### src/rtl/seq_pkg.sv
// Shared types and constants for the sequence pattern generator.
package seq_pkg;

    typedef enum logic [1:0] {
        IDLE = 2'd0,
        SEND = 2'd1,
        DONE = 2'd2
    } state_t;

    localparam logic [1:0] SYM_00 = 2'b00;
    localparam logic [1:0] SYM_01 = 2'b01;
    localparam logic [1:0] SYM_10 = 2'b10;
    localparam logic [1:0] SYM_11 = 2'b11;

    // Index width for a buffer of d entries, never narrower than one bit.
    function automatic int addr_w(input int d);
        return (d > 1) ? $clog2(d) : 1;
    endfunction

endpackage

### src/rtl/seq_pattern_gen_if.sv
// Buffer-write, start control and symbol output bundle of seq_pattern_gen.
interface seq_pattern_gen_if
    import seq_pkg::*;
#(
    parameter int DEPTH = 8,
    parameter int CNT_W = 4
);
    localparam int AW = addr_w(DEPTH);

    logic             wr_en;
    logic [AW-1:0]    wr_addr;
    logic [1:0]       wr_sym;
    logic [AW:0]      len;
    logic [CNT_W-1:0] hold;
    logic             start;
    logic             x1;
    logic             x2;
    logic             sym_valid;
    logic             busy;
    logic             done;

    modport master (
        output wr_en, wr_addr, wr_sym, len, hold, start,
        input  x1, x2, sym_valid, busy, done
    );

    modport slave (
        input  wr_en, wr_addr, wr_sym, len, hold, start,
        output x1, x2, sym_valid, busy, done
    );

endinterface

### src/rtl/seq_sym_buf.sv
// DEPTH x 2 symbol register file: one write port, one async read port, async clear.
module seq_sym_buf
    import seq_pkg::*;
#(
    parameter int DEPTH = 8,
    parameter int AW    = 3
) (
    input  logic          clk,
    input  logic          rst,
    input  logic          we,
    input  logic [AW-1:0] wr_addr,
    input  logic [1:0]    wr_sym,
    input  logic [AW-1:0] rd_addr,
    output logic [1:0]    rd_sym
);

    logic [1:0] mem [DEPTH];

    // Out-of-range indices only exist when DEPTH is not a power of two.
    always_ff @(posedge clk or posedge rst) begin
        if (rst) begin
            for (int i = 0; i < DEPTH; i++) begin
                mem[i] <= SYM_00;
            end
        end else if (we && (int'(wr_addr) < DEPTH)) begin
            mem[wr_addr] <= wr_sym;
        end
    end

    assign rd_sym = (int'(rd_addr) < DEPTH) ? mem[rd_addr] : SYM_00;

endmodule

### src/rtl/seq_pattern_gen.sv
// Plays a buffered list of 2-bit symbols onto x1/x2, each held hold+1 cycles.
module seq_pattern_gen
    import seq_pkg::*;
#(
    parameter int DEPTH = 8,
    parameter int CNT_W = 4
) (
    input logic              clk,
    input logic              rst,
    seq_pattern_gen_if.slave bus
);

    localparam int AW = addr_w(DEPTH);
    localparam int LW = AW + 1;

    state_t           state;
    logic [AW-1:0]    idx;
    logic [AW-1:0]    rd_addr;
    logic [LW-1:0]    len_q;
    logic [CNT_W-1:0] cnt;
    logic [CNT_W-1:0] hold_q;
    logic [1:0]       rd_sym;
    logic [1:0]       first_sym;
    logic [1:0]       sym_q;
    logic             buf_we;
    logic             start_ok;
    logic             last_sym;
    logic             valid_q;
    logic             busy_q;
    logic             done_q;

    assign buf_we   = bus.wr_en && (state == IDLE);
    assign start_ok = bus.start && (state == IDLE) && (bus.len != '0);
    assign rd_addr  = (state == IDLE) ? '0 : idx + AW'(1);
    assign last_sym = ({1'b0, idx} == len_q - LW'(1));
    // A same-cycle write to entry 0 must be the first symbol sent.
    assign first_sym = (buf_we && (bus.wr_addr == '0)) ? bus.wr_sym : rd_sym;

    seq_sym_buf #(
        .DEPTH (DEPTH),
        .AW    (AW)
    ) u_buf (
        .clk     (clk),
        .rst     (rst),
        .we      (buf_we),
        .wr_addr (bus.wr_addr),
        .wr_sym  (bus.wr_sym),
        .rd_addr (rd_addr),
        .rd_sym  (rd_sym)
    );

    always_ff @(posedge clk or posedge rst) begin
        if (rst) begin
            state   <= IDLE;
            idx     <= '0;
            cnt     <= '0;
            len_q   <= '0;
            hold_q  <= '0;
            sym_q   <= SYM_00;
            valid_q <= 1'b0;
            busy_q  <= 1'b0;
            done_q  <= 1'b0;
        end else begin
            case (state)
                IDLE: begin
                    done_q <= 1'b0;
                    if (start_ok) begin
                        state   <= SEND;
                        len_q   <= (bus.len > LW'(DEPTH)) ? LW'(DEPTH) : bus.len;
                        hold_q  <= bus.hold;
                        idx     <= '0;
                        cnt     <= bus.hold;
                        sym_q   <= first_sym;
                        valid_q <= 1'b1;
                        busy_q  <= 1'b1;
                    end
                end
                SEND: begin
                    if (cnt != '0) begin
                        cnt <= cnt - CNT_W'(1);
                    end else if (!last_sym) begin
                        idx   <= idx + AW'(1);
                        cnt   <= hold_q;
                        sym_q <= rd_sym;
                    end else begin
                        state   <= DONE;
                        sym_q   <= SYM_00;
                        valid_q <= 1'b0;
                        done_q  <= 1'b1;
                    end
                end
                DONE: begin
                    state  <= IDLE;
                    idx    <= '0;
                    cnt    <= '0;
                    done_q <= 1'b0;
                    busy_q <= 1'b0;
                end
                default: state <= IDLE;
            endcase
        end
    end

    assign bus.x1        = sym_q[1];
    assign bus.x2        = sym_q[0];
    assign bus.sym_valid = valid_q;
    assign bus.busy      = busy_q;
    assign bus.done      = done_q;

endmodule
### src/flat_wrapper.sv
// flat-port wrapper written by rule: the top's interface ports become plain ports
module seq_pattern_gen_flat import seq_pkg::*;
#(
    parameter int DEPTH = 8,
    parameter int CNT_W = 4
)
  (clk, rst, bus_wr_en, bus_wr_addr, bus_wr_sym, bus_len, bus_hold, bus_start, bus_x1, bus_x2, bus_sym_valid, bus_busy, bus_done);
  seq_pattern_gen_if #(.DEPTH(DEPTH), .CNT_W(CNT_W)) bus_i ();
  input logic clk;
  input logic rst;
  input wire logic [$bits(bus_i.wr_en)-1:0] bus_wr_en;
  input wire logic [$bits(bus_i.wr_addr)-1:0] bus_wr_addr;
  input wire logic [$bits(bus_i.wr_sym)-1:0] bus_wr_sym;
  input wire logic [$bits(bus_i.len)-1:0] bus_len;
  input wire logic [$bits(bus_i.hold)-1:0] bus_hold;
  input wire logic [$bits(bus_i.start)-1:0] bus_start;
  output wire logic [$bits(bus_i.x1)-1:0] bus_x1;
  output wire logic [$bits(bus_i.x2)-1:0] bus_x2;
  output wire logic [$bits(bus_i.sym_valid)-1:0] bus_sym_valid;
  output wire logic [$bits(bus_i.busy)-1:0] bus_busy;
  output wire logic [$bits(bus_i.done)-1:0] bus_done;
  assign bus_i.wr_en = bus_wr_en;
  assign bus_i.wr_addr = bus_wr_addr;
  assign bus_i.wr_sym = bus_wr_sym;
  assign bus_i.len = bus_len;
  assign bus_i.hold = bus_hold;
  assign bus_i.start = bus_start;
  assign bus_x1 = bus_i.x1;
  assign bus_x2 = bus_i.x2;
  assign bus_sym_valid = bus_i.sym_valid;
  assign bus_busy = bus_i.busy;
  assign bus_done = bus_i.done;
  seq_pattern_gen #(.DEPTH(DEPTH), .CNT_W(CNT_W)) u_core (.clk(clk), .rst(rst), .bus(bus_i));
endmodule
### config.mk
export PLATFORM = sky130hd
export DESIGN_NAME = seq_pattern_gen_flat
export DESIGN_NICKNAME = d
export VERILOG_FILES = /design/src/rtl/seq_pkg.sv /design/src/rtl/seq_pattern_gen_if.sv /design/src/rtl/seq_sym_buf.sv /design/src/rtl/seq_pattern_gen.sv /design/src/flat_wrapper.sv
export SDC_FILE = /design/constraint.sdc
export NUM_CORES = 1
export LEC_CHECK = 0
export CORE_MARGIN = 3
export CORE_UTILIZATION = 57
export DETAILED_ROUTE_END_ITERATION = 12
export HOLD_SLACK_MARGIN = 0.02
export PLACE_DENSITY = 0.91
export SLEW_MARGIN = 0
export SYNTH_ARGS = -nofsm -noshare
export SYNTH_HDL_FRONTEND = slang
export SYNTH_HIERARCHICAL = 1
export SYNTH_SLANG_ARGS = --single-unit
### constraint.sdc
create_clock -name clk -period 2.92 [get_ports clk]
set_clock_uncertainty 0.05 [all_clocks]
set_input_delay 0.292 -clock clk [delete_from_list [all_inputs] [get_ports clk]]
set_output_delay 0.292 -clock clk [all_outputs]
set_load 0.01 [all_outputs]
==> impl_metrics.yaml <==
outcome:
  status: "completed"
clocking:
  cts_root_buf: "clkbuf_8"
  cts_sinks: 38
  ctsLongestPathBuffers: 2
  h-tree-depth: 2
  postCtsSetupBuffers: 0
  clk_latency_ps: 310
  cts_hold_buf: 0
  cts.repair.resized: 0
  numCtsBuffers: 5
  clk_pin_slew_worst_paths_ps: 80
  tritoncts: "done"
sta:
  layout_worst_path_cycle_share: 0.838
  rsz0062_at_grt: "no"
  setup_viol: 0
  tns_ps: 0
  fin_crit_ps: 2450
  worstMarginPinSlew_ps: 842
  hold_ws_ps: 329
  slew_violations: 0
  finalHoldViolations: 0
  timing.slew.headroom: 0.438
  fmax_mhz: 409
  worst_slack_ps: 472
place:
  dpl.cell_count: 268
  place_ws_ps: 487
  post_dp_cell_area_mm2: 0.00247
  dpl.hpwl_mm: 3.29
  numPortBuffers: 21
  gp_congestion: 0.825
routing:
  viasPerCell: 5.93
  wl_per_cell_um: 16.8
  drt_first_iter_violations: 136
  wirelength_mm: 4.64
  first_pass_iters: 4
  postRouteAntennaNets: 0
  vias: 1638
  drc: 0
worst_setup_path:
  rr_endpoint: "u_core/sym_q[1]"
  r2r_slack_ps: 470
  cp.arrival_ps: 2580
  r2r-start: "u_core/state[0]"
  crit_required_ps: 3050
  end_kind: "flop"
  critPathMaxFanout: 10
  r2r_cells: 7
  cp-start-kind: "flop"
  crit_type: "reg2reg"
floorplanning:
  fp.dieArea_mm2: 0.00465
  start_util: 0.626
  dieWidth_um: 68.2
  boundaryPins: 22
  num_rows: 21
  core-area_mm2: 0.00352
  die_height_um: 68.2
global_route:
  antenna_found_initial: 0
  grt_pass1_wl_mm: 7.62
  overflow: 0
  grt_max_degree: 23
  grt_util_all_layers: 0.223
  grt_pass1_vias: 1539
yosys:
  yosysMostFrequentCell: "dfrtp_1"
  yosys-top-cells-area: "dfrtp_1, mux2_2, ha_1, mux4_1, inv_1"
  synthArstFlopShare: 1.00
  synth_top_area_frac: 0.431
  yosysSeqAreaShare: 0.431
  yosysUniqueCellTypes: 39
  synth_common_cells: "dfrtp_1, mux2_2, inv_1, nand2_1, nor2_1"
  synth.net_count: 229
  yosys_warnings: 6
  syn_inst: 203
  avgSynthCellArea_um2: 10.9
  syn_area_mm2: 0.00220
  synth_ff_type: "dfrtp_1"
  synth_area_leader_cell: "dfrtp_1"
  synth-seq-cells: 38
  synth_edf_count: 0
power_and_ir_drop:
  p_leak_nw: 1.14
  power_density_mw_per_mm2: 1040
  power_mw: 2.68
  ir_drop_uv: 505
final_layout:
  nets: 255
  fin_cells: 276
  syn_to_final_growth_pct: 16.9
  stdcell_area_mm2: 0.00258
  drive_gt1_frac: 0.183
  final_util: 0.732
  diodes: 0
job:
  max_cap_violations: 0
hold_path:
  hold_class: "in2async"
-- cells by family after synthesis --
family,Yosys count,synth area share
xor gates and xnor gates,5,0.0233
AOI/OAI and AO/OA,33,0.0959
and+or+nand+nor,63,0.162
buffers and inverters,20,0.0341
muxes,35,0.203
adders and majority gates,9,0.0511
DFF,38,0.431
-- worst max-delay path, stage by stage (launching register included) --
cell	delay [ps]
dfrtp_1	400
inv_1	90
ha_1	330
nor2_1	340
mux4_1	600
mux2_2	280
mux2i_1	150
o31ai_1	90
-- registers in the layout, summed over array words and instances, names as in the netlist --
register	flops
u_core/idx	3
u_core/bus.busy	1
u_core/len_q	4
u_core/state	2
u_core/u_buf/mem	16
u_core/bus.sym_valid	1
u_core/bus.done	1
u_core/hold_q	4
u_core/sym_q	2
u_core/cnt	4
-- worst max path at each step --
| stage | startpoint | end | slack, ps | cells after the start |
|---|---|---|---|---|
| 2_1_floorplan | u_core/state[0] | u_core/sym_q[0] | 660 | 8 |
| 3_3_place_gp | u_core/state[0] | u_core/sym_q[0] | 520 | 7 |
| 3_5_place_dp | u_core/state[0] | u_core/sym_q[1] | 490 | 7 |
| 4_1_cts | u_core/state[0] | u_core/sym_q[1] | 470 | 7 |
| 5_1_grt | u_core/state[0] | u_core/sym_q[1] | 280 | 7 |
| 6_report | u_core/state[0] | u_core/sym_q[1] | 470 | 7 |
-- power breakdown --
group          internal [mW]  switching (mW)  total (mW)
combinational          0.629           0.642        1.27
clock                  0.251           0.194       0.445
sequential             0.762           0.202       0.964
total                   1.64            1.04        2.68
-- cells in the final DEF (no fill, tap or decap), types with 2 or more instances in the layout --
| cell | count |
|---|---|
| a21oi_1 | 8 |
| and2_1 | 2 |
| and4bb_2 | 3 |
| clkbuf_8 | 5 |
| clkdlybuf4s50_1 | 21 |
| clkinv_2 | 2 |
| dfrtp_1 | 38 |
| ha_1 | 9 |
| inv_1 | 17 |
| mux2_2 | 25 |
| mux2i_1 | 6 |
| mux4_1 | 4 |
| nand2_1 | 17 |
| nand2b_1 | 4 |
| nand3_1 | 2 |
| nand4_1 | 2 |
| nand4b_1 | 3 |
| nor2_1 | 15 |
| nor2b_1 | 2 |
| nor3_1 | 3 |
| nor4_1 | 3 |
| nor4b_1 | 2 |
| o211ai_1 | 2 |
| o21ai_0 | 9 |
| o22ai_1 | 4 |
| o31ai_1 | 2 |
| xnor2_1 | 4 |
-- per-layer routing --
layer	global-route usage	wire (um)	up-vias
met1	0.316	2160	810
met3	0.0443	219	5
li1	-	-	788
met2	0.342	2220	35
met4	0.0744	33	0
met5	0	0	-
-- area by class of cell --
type	count	area [um^2]
Timing Repair Buffer	22	218
Tap cell	46	57.6
Inverter	17	63.8
Fill cell	253	943
Sequential cell	38	951
Clock buffer	5	68.8
Clock inverter	3	40.0
Multi-Input combinational cell	145	1180
No activity file was read; power rests on OpenSTA's default activity.
